[config.mk]
export PLATFORM = sky130hd
export DESIGN_NAME = dport_capture
export DESIGN_NICKNAME = d
export VERILOG_FILES = /design/src/rtl/dport_pkg.sv /design/src/rtl/capture_ram.sv /design/src/rtl/dport_capture.sv
export SDC_FILE = /design/constraint.sdc
export NUM_CORES = 2
export LEC_CHECK = 0
export ABC_AREA = 1
export CORE_ASPECT_RATIO = 1.1
export CORE_MARGIN = 3
export CORE_UTILIZATION = 57
export CTS_CLUSTER_DIAMETER = 30
export DETAILED_ROUTE_END_ITERATION = 12
export GPL_TIMING_DRIVEN = 1
export PLACE_DENSITY = 0.76
export SYNTH_ARGS = -nofsm -noshare
export SYNTH_HDL_FRONTEND = slang
export SYNTH_SLANG_ARGS = --single-unit
[constraint.sdc]
create_clock -name clk -period 2.25 [get_ports clk]
set_input_delay 0.45 -clock clk [delete_from_list [all_inputs] [get_ports clk]]
set_output_delay 0.45 -clock clk [all_outputs]
set_load 0.1 [all_outputs]
[src/rtl/dport_pkg.sv]
// Shared types and constants for the data-port capture engine.
package dport_pkg;

  typedef enum logic {
    CAP_CAPTURE = 1'b0,
    CAP_FROZEN  = 1'b1
  } cap_state_e;

  localparam int DPORT_STOP = 0;
  localparam int DPORT_WRAP = 1;

endpackage

[src/rtl/capture_ram.sv]
// Simple dual-port RAM: one synchronous write port, one registered read port.
module capture_ram #(
  parameter int DATA_W = 8,
  parameter int DEPTH  = 256
) (
  input  logic                     clk,
  input  logic                     rst_n,
  input  logic                     i_we,
  input  logic [$clog2(DEPTH)-1:0] i_waddr,
  input  logic [DATA_W-1:0]        i_wdata,
  input  logic [$clog2(DEPTH)-1:0] i_raddr,
  output logic [DATA_W-1:0]        o_rdata
);

  logic [DATA_W-1:0] r_mem [DEPTH];
  logic [DATA_W-1:0] r_rdata;

  // Storage is deliberately not reset; only the read register clears.
  always_ff @(posedge clk) begin
    if (i_we) begin
      r_mem[i_waddr] <= i_wdata;
    end
  end

  always_ff @(posedge clk) begin
    if (!rst_n) begin
      r_rdata <= '0;
    end else begin
      r_rdata <= r_mem[i_raddr];
    end
  end

  assign o_rdata = r_rdata;

endmodule

[src/rtl/dport_capture.sv]
// Captures data-port beats into a buffer until done or cycle-limit timeout,
// with stop/ring modes, overflow reporting and a logical-index read port.
module dport_capture
  import dport_pkg::*;
#(
  parameter int DATA_W      = 8,
  parameter int DEPTH       = 256,
  parameter int WRAP        = 0,
  parameter int CYCLE_LIMIT = 100
) (
  input  logic                     clk,
  input  logic                     rst_n,
  input  logic [DATA_W-1:0]        dport_out,
  input  logic                     dport_write,
  input  logic                     done,
  input  logic [$clog2(DEPTH)-1:0] rd_addr,
  output logic [DATA_W-1:0]        rd_data,
  output logic [$clog2(DEPTH):0]   count,
  output logic                     full,
  output logic                     overflow,
  output logic                     finished,
  output logic                     timeout,
  output logic                     o_dbg_state
);

  localparam int AW = $clog2(DEPTH);
  localparam int CW = (CYCLE_LIMIT > 0) ? $clog2(CYCLE_LIMIT + 1) : 1;
  localparam logic [AW:0]   COUNT_MAX = (AW + 1)'(DEPTH);
  localparam logic [CW-1:0] LIMIT_M1  = CW'((CYCLE_LIMIT > 0) ? CYCLE_LIMIT - 1 : 0);

  cap_state_e        r_state;
  logic [AW-1:0]     r_wr_ptr;
  logic [AW:0]       r_count;
  logic [CW-1:0]     r_cyc_cnt;
  logic              r_overflow;
  logic              r_timeout;

  logic              w_capture;
  logic              w_full;
  logic              w_accept;
  logic              w_limit_hit;
  logic              w_trigger;
  logic [AW-1:0]     w_oldest;
  logic [AW-1:0]     w_rd_phys;

  assign w_capture   = (r_state == CAP_CAPTURE);
  assign w_full      = (r_count == COUNT_MAX);
  assign w_accept    = w_capture && dport_write && (!w_full || WRAP == DPORT_WRAP);
  assign w_limit_hit = (CYCLE_LIMIT != 0) && (r_cyc_cnt == LIMIT_M1);
  assign w_trigger   = done || w_limit_hit;

  // Once a ring buffer has wrapped, the next slot to be overwritten is the oldest.
  assign w_oldest  = (WRAP == DPORT_WRAP && w_full) ? r_wr_ptr : '0;
  assign w_rd_phys = w_oldest + rd_addr;

  always_ff @(posedge clk) begin
    if (!rst_n) begin
      r_state    <= CAP_CAPTURE;
      r_wr_ptr   <= '0;
      r_count    <= '0;
      r_cyc_cnt  <= '0;
      r_overflow <= 1'b0;
      r_timeout  <= 1'b0;
    end else begin
      if (w_accept) begin
        r_wr_ptr <= r_wr_ptr + AW'(1);
        if (!w_full) begin
          r_count <= r_count + (AW + 1)'(1);
        end
      end
      if (w_capture && dport_write && w_full) begin
        r_overflow <= 1'b1;
      end
      case (r_state)
        CAP_CAPTURE: begin
          if (w_trigger) begin
            r_state   <= CAP_FROZEN;
            r_timeout <= w_limit_hit && !done;
          end else begin
            r_cyc_cnt <= r_cyc_cnt + CW'(1);
          end
        end
        default: r_state <= CAP_FROZEN;
      endcase
    end
  end

  capture_ram #(
    .DATA_W (DATA_W),
    .DEPTH  (DEPTH)
  ) u_ram (
    .clk     (clk),
    .rst_n   (rst_n),
    .i_we    (w_accept && rst_n),
    .i_waddr (r_wr_ptr),
    .i_wdata (dport_out),
    .i_raddr (w_rd_phys),
    .o_rdata (rd_data)
  );

  assign count       = r_count;
  assign full        = w_full;
  assign overflow    = r_overflow;
  assign finished    = (r_state == CAP_FROZEN);
  assign timeout     = r_timeout;
  assign o_dbg_state = r_state;

endmodule

==> run_results.csv <==
group,metric,value,unit
outcome,status,"finished, violations left",
outcome,failed_checks,"hold timing, setup timing",
synth,avgSynthCellArea,11.9,µm²
setup_path,critical-path-max-stage-delay,0.36,ns
synth,yosys.area.top_type,"edfxtp_1",
timing,tightest_slew,0.630,ns
synth,syn_inst,7137,
route,wl_per_cell,25.6,µm
global_route,grt_use_total,32.3,%
cts,clk_latency,0.94,ns
synth,synth_area,0.0848,mm²
cts,root_buffer,"clkbuf_16",
pwr,p_per_area,933,mW/mm²
setup_path,crit_chain,"inv_4, ha_4, nand4_1, inv_1, nand2_2, inv_8, nor2_4, inv_2, nor2_4, buf_12, buf_12, buf_4, buf_12, nand4_4, buf_12, nor2_4, buf_12",
placement,dp.cells,9157,
setup_path,worstSetupStartpoint,"count[1]$_SDFFE_PN0P_",
timing,setup_viol,2048,
timing,drv_slew,0,
timing,rsz0062_at_grt,"yes",
cts,clockBufferDepth,4,
timing,fmax,388,MHz
floorplanning,io_pins,42,
timing,finalSetupTns,-337.87,ns
global_route,overflow,0,
placement,dp_hpwl,144000,µm
timing,max_slew_margin,58.0,%
cts,cts_tree,"yes",
floorplanning,std_cell_rows,147,
placement,preCtsSetupSlack,-0.574,ns
setup_path,cp.arrival,3.18,ns
placement,place_congestion,0.943,
timing,period_minus_slack,2.58,ns
synth,synth_compound_area_share,0.641,%
placement,portBuffers,41,
synth,synthAdderAreaFrac,0.103,%
synth,synth.top_cells.by_area,"edfxtp_1, nand3_1, nand2_1, nor2_1, buf_2",
global_route,grt_pass1_vias,61800,
layout,drive_gt1_share,18.7,%
timing,period_share,114,%
timing,skew,0.0608,ns
route,antenna_left,0,
setup_path,crit_slowest_cell,"dfxtp_4",
synth,synth_flop_cell,"edfxtp_1",
timing,fin_ws,-0.326,ns
setup_path,rr_startpoint,"count[1]$_SDFFE_PN0P_",
route,num_vias,62200,
floorplanning,die_w,374,µm
route,dr.pass1.iters,7,
pwr,p_leak,37.6,nW
synth,syn-num-nets,7164,
setup_path,cp_common_cell,"buf_12",
synth,synthArstFlopShare,0,%
pwr,power,98.8,mW
global_route,grt_max_degree,88,
timing,finalHoldViolations,1,
cts,path_clk_slew,0.05,ns
pwr,peakVddDrop,0.902,mV
layout,nets,7655,
synth,synth_cell_type_count,29,
setup_path,r2r_cells,17,
floorplanning,die_area,0.153,mm²
setup_path,r2r_slack,-0.33,ns
synth,ys_seq_area_share,73.4,%
route,drcViolationCount,0,
global_route,grt_pass1_wl,373000,µm
timing,timing.hold.ws,-0.0105,ns
synth,synth_top_cell_area_share,72.6,%
layout,layoutNonFillerInstCount,9826,
setup_path,cp-end-kind,"flop",
synth,synth_edf_count,2048,
route,routed_via_density,6.33,
route,wl,252000,µm
cts,cts_num_sinks,2083,
setup_path,critical_path_class,"reg2reg",
cts,htreeDepth,5,
floorplanning,start_util,57.7,%
job,cap_violations,0,
setup_path,critPathLaunchType,"flop",
synth,synth_mux_area_share,0,%
synth,ys_ff_latch,2083,
floorplanning,die_height,410,µm
setup_path,worstPathRequired,2.86,ns
worst_hold_path,worstHoldPathType,"in2reg",
route,drtIter0Drc,9823,
layout,syn2layout_area_growth,24.9,%
cts,numCtsBuffers,340,
global_route,grt_antenna_before_repair,5,
setup_path,r2r_end,"u_ram.r_mem[133][6]$_DFFE_PP_",
setup_path,critPathCapture,"u_ram.r_mem[133][6]$_DFFE_PP_",
synth,synth-xor-area-share,0,%
floorplanning,core_area,0.147,mm²
synth,synth-simple-area-share,22.6,%
synth,yosysWarnings,0,
synth,synth_top_family_by_area,"simple AND/OR/NAND/NOR gates",
setup_path,worstPathMaxFanout,8,
## synthesized netlist by cell type, types with 7 or more instances
| master | count |
|---|---|
| a21oi_1 | 35 |
| buf_1 | 53 |
| buf_2 | 250 |
| buf_4 | 68 |
| buf_6 | 19 |
| clkbuf_1 | 97 |
| dfxtp_1 | 35 |
| edfxtp_1 | 2048 |
| ha_1 | 7 |
| inv_1 | 35 |
| nand2_1 | 2084 |
| nand3_1 | 1938 |
| nand4_1 | 7 |
| nor2_1 | 362 |
| nor3_1 | 7 |
| o21ai_0 | 49 |
| o22ai_1 | 16 |
## area by class of cell
type | count | area (µm²)
Antenna cell | 3 | 7.51
Clock buffer | 380 | 8870
Clock inverter | 220 | 2240
Fill cell | 8426 | 40900
Inverter | 43 | 210
Multi-Input combinational cell | 4522 | 21700
Sequential cell | 2083 | 62200
Tap cell | 1937 | 2420
Timing Repair Buffer | 638 | 8180
## metal layers
layer,vias to the layer above,share of wire (%),track usage [%]
li1,26500,-,-
met1,29900,34,40.3
met2,4807,47,51.6
met3,962,12,8.17
met4,4,6.3,18.7
met5,-,0.0083,0.157
## power breakdown
group / internal, mW / leakage, nW / switching, mW / total, mW
sequential: 42.7 / 18.7 / 0.0517 / 42.7
clock: 31.5 / 5.35 / 18.8 / 50.4
combinational: 1.69 / 13.5 / 4.02 / 5.71
total: 75.9 / 37.6 / 22.9 / 98.8
## registers in the layout, summed over array words and instances, names as in the netlist
name and count:
u_ram.r_mem 2048, r_cyc_cnt 7, overflow 1, r_wr_ptr 8
timeout 1, count 9, finished 1, u_ram.o_rdata 8
## worst min-delay path by stage
| stage | from | to | slack (ns) | cells past startpoint |
|---|---|---|---|---|
| CTS | dport_out[4] | u_ram.r_mem[80][4]$_DFFE_PP_ | 0.01 | 1 |
| global route | dport_out[4] | u_ram.r_mem[96][4]$_DFFE_PP_ | 0.008 | 1 |
| finish | dport_out[4] | u_ram.r_mem[96][4]$_DFFE_PP_ | -0.01 | 1 |
| floorplan | r_cyc_cnt[6]$_SDFFE_PN0P_ | r_cyc_cnt[6]$_SDFFE_PN0P_ | 0.42 | 1 |
| global placement | r_cyc_cnt[6]$_SDFFE_PN0P_ | r_cyc_cnt[6]$_SDFFE_PN0P_ | 0.44 | 1 |
| detailed placement | r_cyc_cnt[6]$_SDFFE_PN0P_ | r_cyc_cnt[6]$_SDFFE_PN0P_ | 0.45 | 1 |
## critical path: cells and delay by family (launching register included)
family	cells	cell delay, ns
buffers and inverters	10	1.04
and+or+nand+nor	6	0.70
DFF	1	0.36
adders and majority gates	1	0.14
## per-stage QoR
stage / area [µm²] / util (%)
4_1_cts: 105000 / 71.8
3_3_place_gp: 92700 / 63.1
2_1_floorplan: 86300 / -
5_1_grt: 106000 / 72.1
6_report: 106000 / 72.1
3_5_place_dp: 92700 / 63.1
## cell usage in the layout (no fill, tap or decap), types with 5 or more instances in the layout
cell type | synthesis | layout
a21oi_1 | 35 | 34
buf_16 | 0 | 7
buf_4 | 68 | 286
nor3_1 | 7 | 6
nand4_1 | 7 | 7
inv_6 | 0 | 52
clkinv_4 | 0 | 25
clkinvlp_4 | 0 | 39
clkbuf_16 | 0 | 350
buf_6 | 19 | 96
buf_8 | 2 | 16
nor2_4 | 1 | 237
buf_12 | 0 | 218
dfxtp_4 | 0 | 6
nand2_2 | 0 | 9
clkinv_8 | 0 | 8
nand3_4 | 4 | 5
inv_8 | 0 | 18
o22ai_1 | 16 | 16
o21ai_0 | 49 | 49
inv_1 | 35 | 31
nand3_1 | 1938 | 1937
nand2_1 | 2084 | 2075
dlygate4sd3_1 | 0 | 7
edfxtp_1 | 2048 | 2048
dfxtp_1 | 35 | 26
bufinv_16 | 0 | 24
nor2_1 | 362 | 106
clkinv_1 | 1 | 25
clkdlybuf4s50_1 | 0 | 5
clkinv_2 | 0 | 33
ha_1 | 7 | 6
nand4_4 | 6 | 6
clkbuf_1 | 97 | 29
nor2_2 | 1 | 21
## timing repair
action,CTS,global route
buffers inserted,40,16
pin swaps,26,23
hold endpoints to repair,201,0
hold buffers,7,0
resized for setup,227,71
endpoints found under the setup margin,1983,2067
gates cloned,7,1
## kinds of logic after synthesis
logic type | count (synthesis)
adders and majority gates | 7
buffers and inverters | 532
AOI/OAI and AO/OA | 103
DFF | 2083
and+or+nand+nor | 4412
Note: power is estimated with default switching activity, not from simulation.
